`src/rtl/data_mem_port_if.sv`:
```
// Processor-side bundle for data_mem_port: request/address/data in, status/read data back.
interface data_mem_port_if #(
    parameter int ADDR_W = 18,
    parameter int DATA_W = 8
);
    logic [ADDR_W-1:0] addr;
    logic [DATA_W-1:0] wdata;
    logic              rd_req;
    logic              wr_req;
    logic              busy;
    logic              done;
    logic              err;
    logic [DATA_W-1:0] rdata;
    logic [15:0]       acc_cnt;

    modport master (
        output addr, wdata, rd_req, wr_req,
        input  busy, done, err, rdata, acc_cnt
    );

    modport slave (
        input  addr, wdata, rd_req, wr_req,
        output busy, done, err, rdata, acc_cnt
    );
endinterface

```
`src/rtl/data_mem_port.sv`:
```
// Single-access memory port: turns processor read/write requests into RAM cycles,
// waits out the RAM read latency, and reports done/err pulses plus an access count.
module data_mem_port #(
    parameter int ADDR_W = 18,
    parameter int DATA_W = 8,
    parameter int DEPTH  = 262144,
    parameter int RD_LAT = 2
) (
    input  logic              clk,
    input  logic              rst,
    data_mem_port_if.slave    bus,
    output logic [ADDR_W-1:0] mem_addr,
    output logic              mem_we,
    output logic [DATA_W-1:0] mem_wdata,
    input  logic [DATA_W-1:0] mem_rdata
);
    typedef enum logic [1:0] {IDLE, RD_WAIT, WR} state_t;

    // One extra bit so DEPTH == 2**ADDR_W is representable and every address passes.
    localparam logic [ADDR_W:0] DEPTH_L  = DEPTH[ADDR_W:0];
    localparam logic [2:0]      RD_LAT_L = RD_LAT[2:0];

    state_t            state_reg;
    logic [2:0]        wait_cnt_reg;
    logic              busy_reg;
    logic              done_reg;
    logic              err_reg;
    logic [DATA_W-1:0] rdata_reg;
    logic [15:0]       acc_cnt_reg;
    logic [ADDR_W-1:0] mem_addr_reg;
    logic              mem_we_reg;
    logic [DATA_W-1:0] mem_wdata_reg;

    logic        one_req;
    logic        both_req;
    logic        addr_ok;
    logic [15:0] acc_cnt_next;

    assign one_req      = bus.rd_req ^ bus.wr_req;
    assign both_req     = bus.rd_req & bus.wr_req;
    assign addr_ok      = ({1'b0, bus.addr} < DEPTH_L);
    assign acc_cnt_next = (acc_cnt_reg == 16'hFFFF) ? acc_cnt_reg : acc_cnt_reg + 16'd1;

    always_ff @(posedge clk) begin
        if (rst) begin
            state_reg     <= IDLE;
            wait_cnt_reg  <= '0;
            busy_reg      <= 1'b0;
            done_reg      <= 1'b0;
            err_reg       <= 1'b0;
            rdata_reg     <= '0;
            acc_cnt_reg   <= '0;
            mem_addr_reg  <= '0;
            mem_we_reg    <= 1'b0;
            mem_wdata_reg <= '0;
        end else begin
            // Pulses and the write strobe default low so each lasts exactly one cycle.
            done_reg   <= 1'b0;
            err_reg    <= 1'b0;
            mem_we_reg <= 1'b0;
            case (state_reg)
                IDLE: begin
                    if (both_req) begin
                        err_reg <= 1'b1;
                    end else if (one_req) begin
                        if (!addr_ok) begin
                            err_reg <= 1'b1;
                        end else begin
                            mem_addr_reg <= bus.addr;
                            busy_reg     <= 1'b1;
                            if (bus.rd_req) begin
                                state_reg    <= RD_WAIT;
                                wait_cnt_reg <= RD_LAT_L;
                            end else begin
                                state_reg     <= WR;
                                mem_we_reg    <= 1'b1;
                                mem_wdata_reg <= bus.wdata;
                            end
                        end
                    end
                end
                RD_WAIT: begin
                    wait_cnt_reg <= wait_cnt_reg - 3'd1;
                    // Counter reads 1 on the RD_LAT-th edge after acceptance.
                    if (wait_cnt_reg == 3'd1) begin
                        rdata_reg   <= mem_rdata;
                        done_reg    <= 1'b1;
                        busy_reg    <= 1'b0;
                        acc_cnt_reg <= acc_cnt_next;
                        state_reg   <= IDLE;
                    end
                end
                WR: begin
                    done_reg    <= 1'b1;
                    busy_reg    <= 1'b0;
                    acc_cnt_reg <= acc_cnt_next;
                    state_reg   <= IDLE;
                end
                default: state_reg <= IDLE;
            endcase
        end
    end

    assign bus.busy    = busy_reg;
    assign bus.done    = done_reg;
    assign bus.err     = err_reg;
    assign bus.rdata   = rdata_reg;
    assign bus.acc_cnt = acc_cnt_reg;
    assign mem_addr    = mem_addr_reg;
    assign mem_we      = mem_we_reg;
    assign mem_wdata   = mem_wdata_reg;
endmodule

```
`src/flat_wrapper.sv`:
```
// flat-port wrapper written by rule: the top's interface ports become plain ports
module data_mem_port_flat 
#(
    parameter int ADDR_W = 18,
    parameter int DATA_W = 8,
    parameter int DEPTH  = 262144,
    parameter int RD_LAT = 2
)
  (clk, rst, mem_addr, mem_we, mem_wdata, mem_rdata, bus_addr, bus_wdata, bus_rd_req, bus_wr_req, bus_busy, bus_done, bus_err, bus_rdata, bus_acc_cnt);
  data_mem_port_if #(.ADDR_W(ADDR_W), .DATA_W(DATA_W)) bus_i ();
  input  logic clk;
  input  logic rst;
  output logic [ADDR_W-1:0] mem_addr;
  output logic mem_we;
  output logic [DATA_W-1:0] mem_wdata;
  input  logic [DATA_W-1:0] mem_rdata;
  input wire logic [$bits(bus_i.addr)-1:0] bus_addr;
  input wire logic [$bits(bus_i.wdata)-1:0] bus_wdata;
  input wire logic [$bits(bus_i.rd_req)-1:0] bus_rd_req;
  input wire logic [$bits(bus_i.wr_req)-1:0] bus_wr_req;
  output wire logic [$bits(bus_i.busy)-1:0] bus_busy;
  output wire logic [$bits(bus_i.done)-1:0] bus_done;
  output wire logic [$bits(bus_i.err)-1:0] bus_err;
  output wire logic [$bits(bus_i.rdata)-1:0] bus_rdata;
  output wire logic [$bits(bus_i.acc_cnt)-1:0] bus_acc_cnt;
  assign bus_i.addr = bus_addr;
  assign bus_i.wdata = bus_wdata;
  assign bus_i.rd_req = bus_rd_req;
  assign bus_i.wr_req = bus_wr_req;
  assign bus_busy = bus_i.busy;
  assign bus_done = bus_i.done;
  assign bus_err = bus_i.err;
  assign bus_rdata = bus_i.rdata;
  assign bus_acc_cnt = bus_i.acc_cnt;
  data_mem_port #(.ADDR_W(ADDR_W), .DATA_W(DATA_W), .DEPTH(DEPTH), .RD_LAT(RD_LAT)) u_core (.clk(clk), .rst(rst), .bus(bus_i), .mem_addr(mem_addr), .mem_we(mem_we), .mem_wdata(mem_wdata), .mem_rdata(mem_rdata));
endmodule
```
`config.mk`:
```
export PLATFORM = sky130hd
export DESIGN_NAME = data_mem_port_flat
export DESIGN_NICKNAME = d
export VERILOG_FILES = /design/src/rtl/data_mem_port_if.sv /design/src/rtl/data_mem_port.sv /design/src/flat_wrapper.sv
export SDC_FILE = /design/constraint.sdc
export NUM_CORES = 1
export LEC_CHECK = 0
export BUFFER_PORTS_ARGS = -buffer_cell sky130_fd_sc_hd__buf_2
export CORE_UTILIZATION = 45
export DETAILED_ROUTE_END_ITERATION = 8
export PLACE_DENSITY = 0.74
export SYNTH_ARGS = -nofsm -noshare
export SYNTH_HDL_FRONTEND = slang
export SYNTH_SLANG_ARGS = --single-unit
```
`constraint.sdc`:
```
create_clock -name clk -period 2.93 [get_ports clk]
set_input_delay 0.7325 -clock clk [delete_from_list [all_inputs] [get_ports clk]]
set_output_delay 0.7325 -clock clk [all_outputs]
set_load 0.005 [all_outputs]
```
==> flow_metrics.tcl <==
set metrics [dict create \
    dp.cells 452 \
    wl_um 5637 \
    core_um2 5238 \
    post-route-period-util_pct 70.42 \
    antenna_cells 0 \
    finalHoldViolCount 0 \
    ctsHoldBuffers 0 \
    synthSimpleGateAreaFrac_pct 25.70 \
    htreeDepth 3 \
    netlist_instances 303 \
    synth_edf_count 0 \
    worst_pin_slew_ns 0.7265 \
    drt_first_pass_iters 4 \
    final_antenna_net_count 0 \
    criticalPathCategory "reg -> reg" \
    dieArea_um2 5886 \
    synth_xor_area_share_pct 0 \
    wl_per_cell_um 12.04 \
    grt_pass1_vias 2007 \
    pwr_density_cell_nw_per_um2 566.9 \
    synth_compound_area_share_pct 16.83 \
    ys_warn_count 0 \
    endpoint_kind "flop" \
    synth-adder-area-share_pct 3.486 \
    tns_ns 0 \
    clk_pin_slew_ns 0.06 \
    async_flop_share_pct 0 \
    fin_skew_ns 0.005136 \
    nNetsFinal 438 \
    yosysSeqAreaShare_pct 47.01 \
    fillCellCount 484 \
    finalPower_uw 1826 \
    crit_fanout 7 \
    syn_area_um2 2512 \
    rows 26 \
    final.min_clock_period_ns 2.063 \
    cp.required_ns 3.18 \
    max_freq_mhz 484.7 \
    setup_ws_ns 0.8667 \
    status "finished, final reports clean" \
    crit_arrival_ns 2.32 \
    fin_cells 468 \
    viasPerCell 5.147 \
    drive_gt1_share_pct 30.40 \
    antenna_found_initial 0 \
    largest_reg_flops 18 \
    grt_pass1_wl_um 9197 \
    synth_fp_nets 348 \
    cts_sinks 59 \
    clock_latency_ns 0.32 \
    setup_violations 0 \
    grt_max_degree 39 \
    slew_headroom_pct 51.12 \
    synth_area_per_cell_um2 8.292 \
    clock_path_buffers 2 \
    fp.dieH_um 76.72 \
    grtUsageTotal_pct 19.36 \
    ys_ff_latch 59 \
    hp-class "reg -> reg" \
    maxSlewViolCount 0 \
    cts_setup_buffers 0 \
    ioPinCount 92 \
    gp_congestion 0.8019 \
    synth_cell_type_count 41 \
    cts_tree "done" \
    synthFlopType "dfxtp_1" \
    overflow 0 \
    cts.repair.resized 0 \
    dp_hpwl_um 3988 \
    synth_top_family_by_area "simple AND/OR/NAND/NOR gates" \
    vias 2409 \
    rsz0062_at_grt "false" \
    numPortBuffers 91 \
    drc 0 \
    die_w_um 76.72 \
    syn_to_final_growth_pct 28.19 \
    start_util_pct 47.97 \
    root_buffer "clkbuf_8" \
    p_leak_uw 0.001377 \
    synthMuxAreaShare_pct 3.038 \
    drv_cap 0 \
    cp-start-kind "flop" \
    dp_slack_ns 0.8177 \
    ir_worst_vdd_mv 0.3841 \
    initialDrtViolationCount 78 \
    numCtsBuffers 9 \
]
==> critical path, cell delays in order, from the launching register on <==
cell and delay [ns]:
dfxtp_1 0.35, inv_1 0.07, ha_1 0.33, inv_1 0.12, a2111o_1 0.45, or4_1 0.52, a21oi_1 0.15
==> worst paths after layout <==
path                             from  slack (ns)  cells after the start                endpoint
setup / recovery  u_core.state_reg[0]        0.87                      6  u_core.bus.acc_cnt[14]
hold / removal    u_core.mem_addr[14]        0.45                      2     u_core.mem_addr[14]
setup reg to reg  u_core.state_reg[0]        0.87                      6  u_core.bus.acc_cnt[14]
hold reg to reg   u_core.mem_addr[14]        0.45                      2     u_core.mem_addr[14]
==> where the power goes <==
| part | internal, µW | switching [µW] | leakage (µW) |
|---|---|---|---|
| combinational | 95.8 | 125 | 0.000792 |
| sequential | 841 | 20.2 | 0.000479 |
| clock | 438 | 306 | 0.000106 |
| total | 1370 | 451 | 0.00138 |
==> cell usage in the layout, fill, tap and decap left out, types with 4 or more instances in the layout <==
| cell type | Yosys | routed |
|---|---|---|
| o21ai_0 | 5 | 5 |
| dfxtp_1 | 59 | 59 |
| nor2_1 | 12 | 12 |
| nand2_1 | 67 | 67 |
| inv_1 | 8 | 8 |
| clkbuf_8 | 0 | 11 |
| buf_2 | 0 | 91 |
| nor3_1 | 8 | 8 |
| nand2b_1 | 4 | 4 |
| a21oi_1 | 48 | 48 |
| o31ai_1 | 5 | 5 |
| buf_4 | 1 | 4 |
| mux2_2 | 5 | 5 |
| nor2b_1 | 6 | 6 |
| nand3_1 | 14 | 14 |
| ha_1 | 7 | 7 |
==> stage by stage <==
step / hold slack, ns / instance area [µm²] / util [%]
after floorplan: 0.4527 / 2512 / -
after global placement: 0.4375 / 3017 / 57.60
after detailed placement: 0.4446 / 3017 / 57.60
after CTS: 0.4535 / 3221 / 61.49
after global routing: 0.4747 / 3221 / 61.49
final: 0.4509 / 3221 / 61.49
==> cells in the mapped netlist, types with 2 or more instances <==
cell type  instances  share of area, %
nor2_1            12               1.8
nor4_1             2              0.50
mux2_2             5               2.2
buf_1              3              0.45
nand2b_1           4               1.0
nand4_1            2              0.50
or3_2              2              0.60
o21a_1             2              0.60
a2111o_1           2              0.90
nand3b_1           2              0.60
and4_1             2              0.70
nor3_1             8               1.6
nand3_1           14               2.8
ha_1               7               3.5
o21ai_0            5               1.0
a21oi_1           48               9.6
or3_1              3              0.75
mux2i_1            2              0.80
a211o_1            2              0.70
dfxtp_1           59                47
or4_1              3              0.90
inv_1              8               1.2
o31ai_1            5               1.5
clkbuf_1          11               1.6
nor2b_1            6               1.5
nor3b_1            2              0.60
a211oi_1           2              0.60
nand2_1           67                10
==> area by class of cell <==
type | count | area [µm²] | share of cell area [%]
Clock buffer | 12 | 155.1 | 4.817
Clock inverter | 4 | 48.80 | 1.515
Inverter | 8 | 30.03 | 0.9324
Multi-Input combinational cell | 220 | 1232 | 38.27
Sequential cell | 59 | 1181 | 36.67
Tap cell | 70 | 87.58 | 2.720
Timing Repair Buffer | 95 | 485.5 | 15.07
==> cell families (layout without fill, tap and decap cells) <==
group	count (synthesis)	in the layout
mux	7	7
buf+inv	24	119
fa+ha+maj	7	7
simple gates	134	134
compound gates	72	72
flops	59	59
==> per-layer routing <==
layer  vias to the layer above  global-route usage [%]  share of wire [%]
met1                      1087                   24.93                 46
met3                         9                   4.524                5.7
li1                       1237                       -                  -
met5                         -                       0                  0
met2                        76                   30.45                 47
met4                         0                   9.231                1.5
Note: power is estimated with default switching activity, not from simulation.
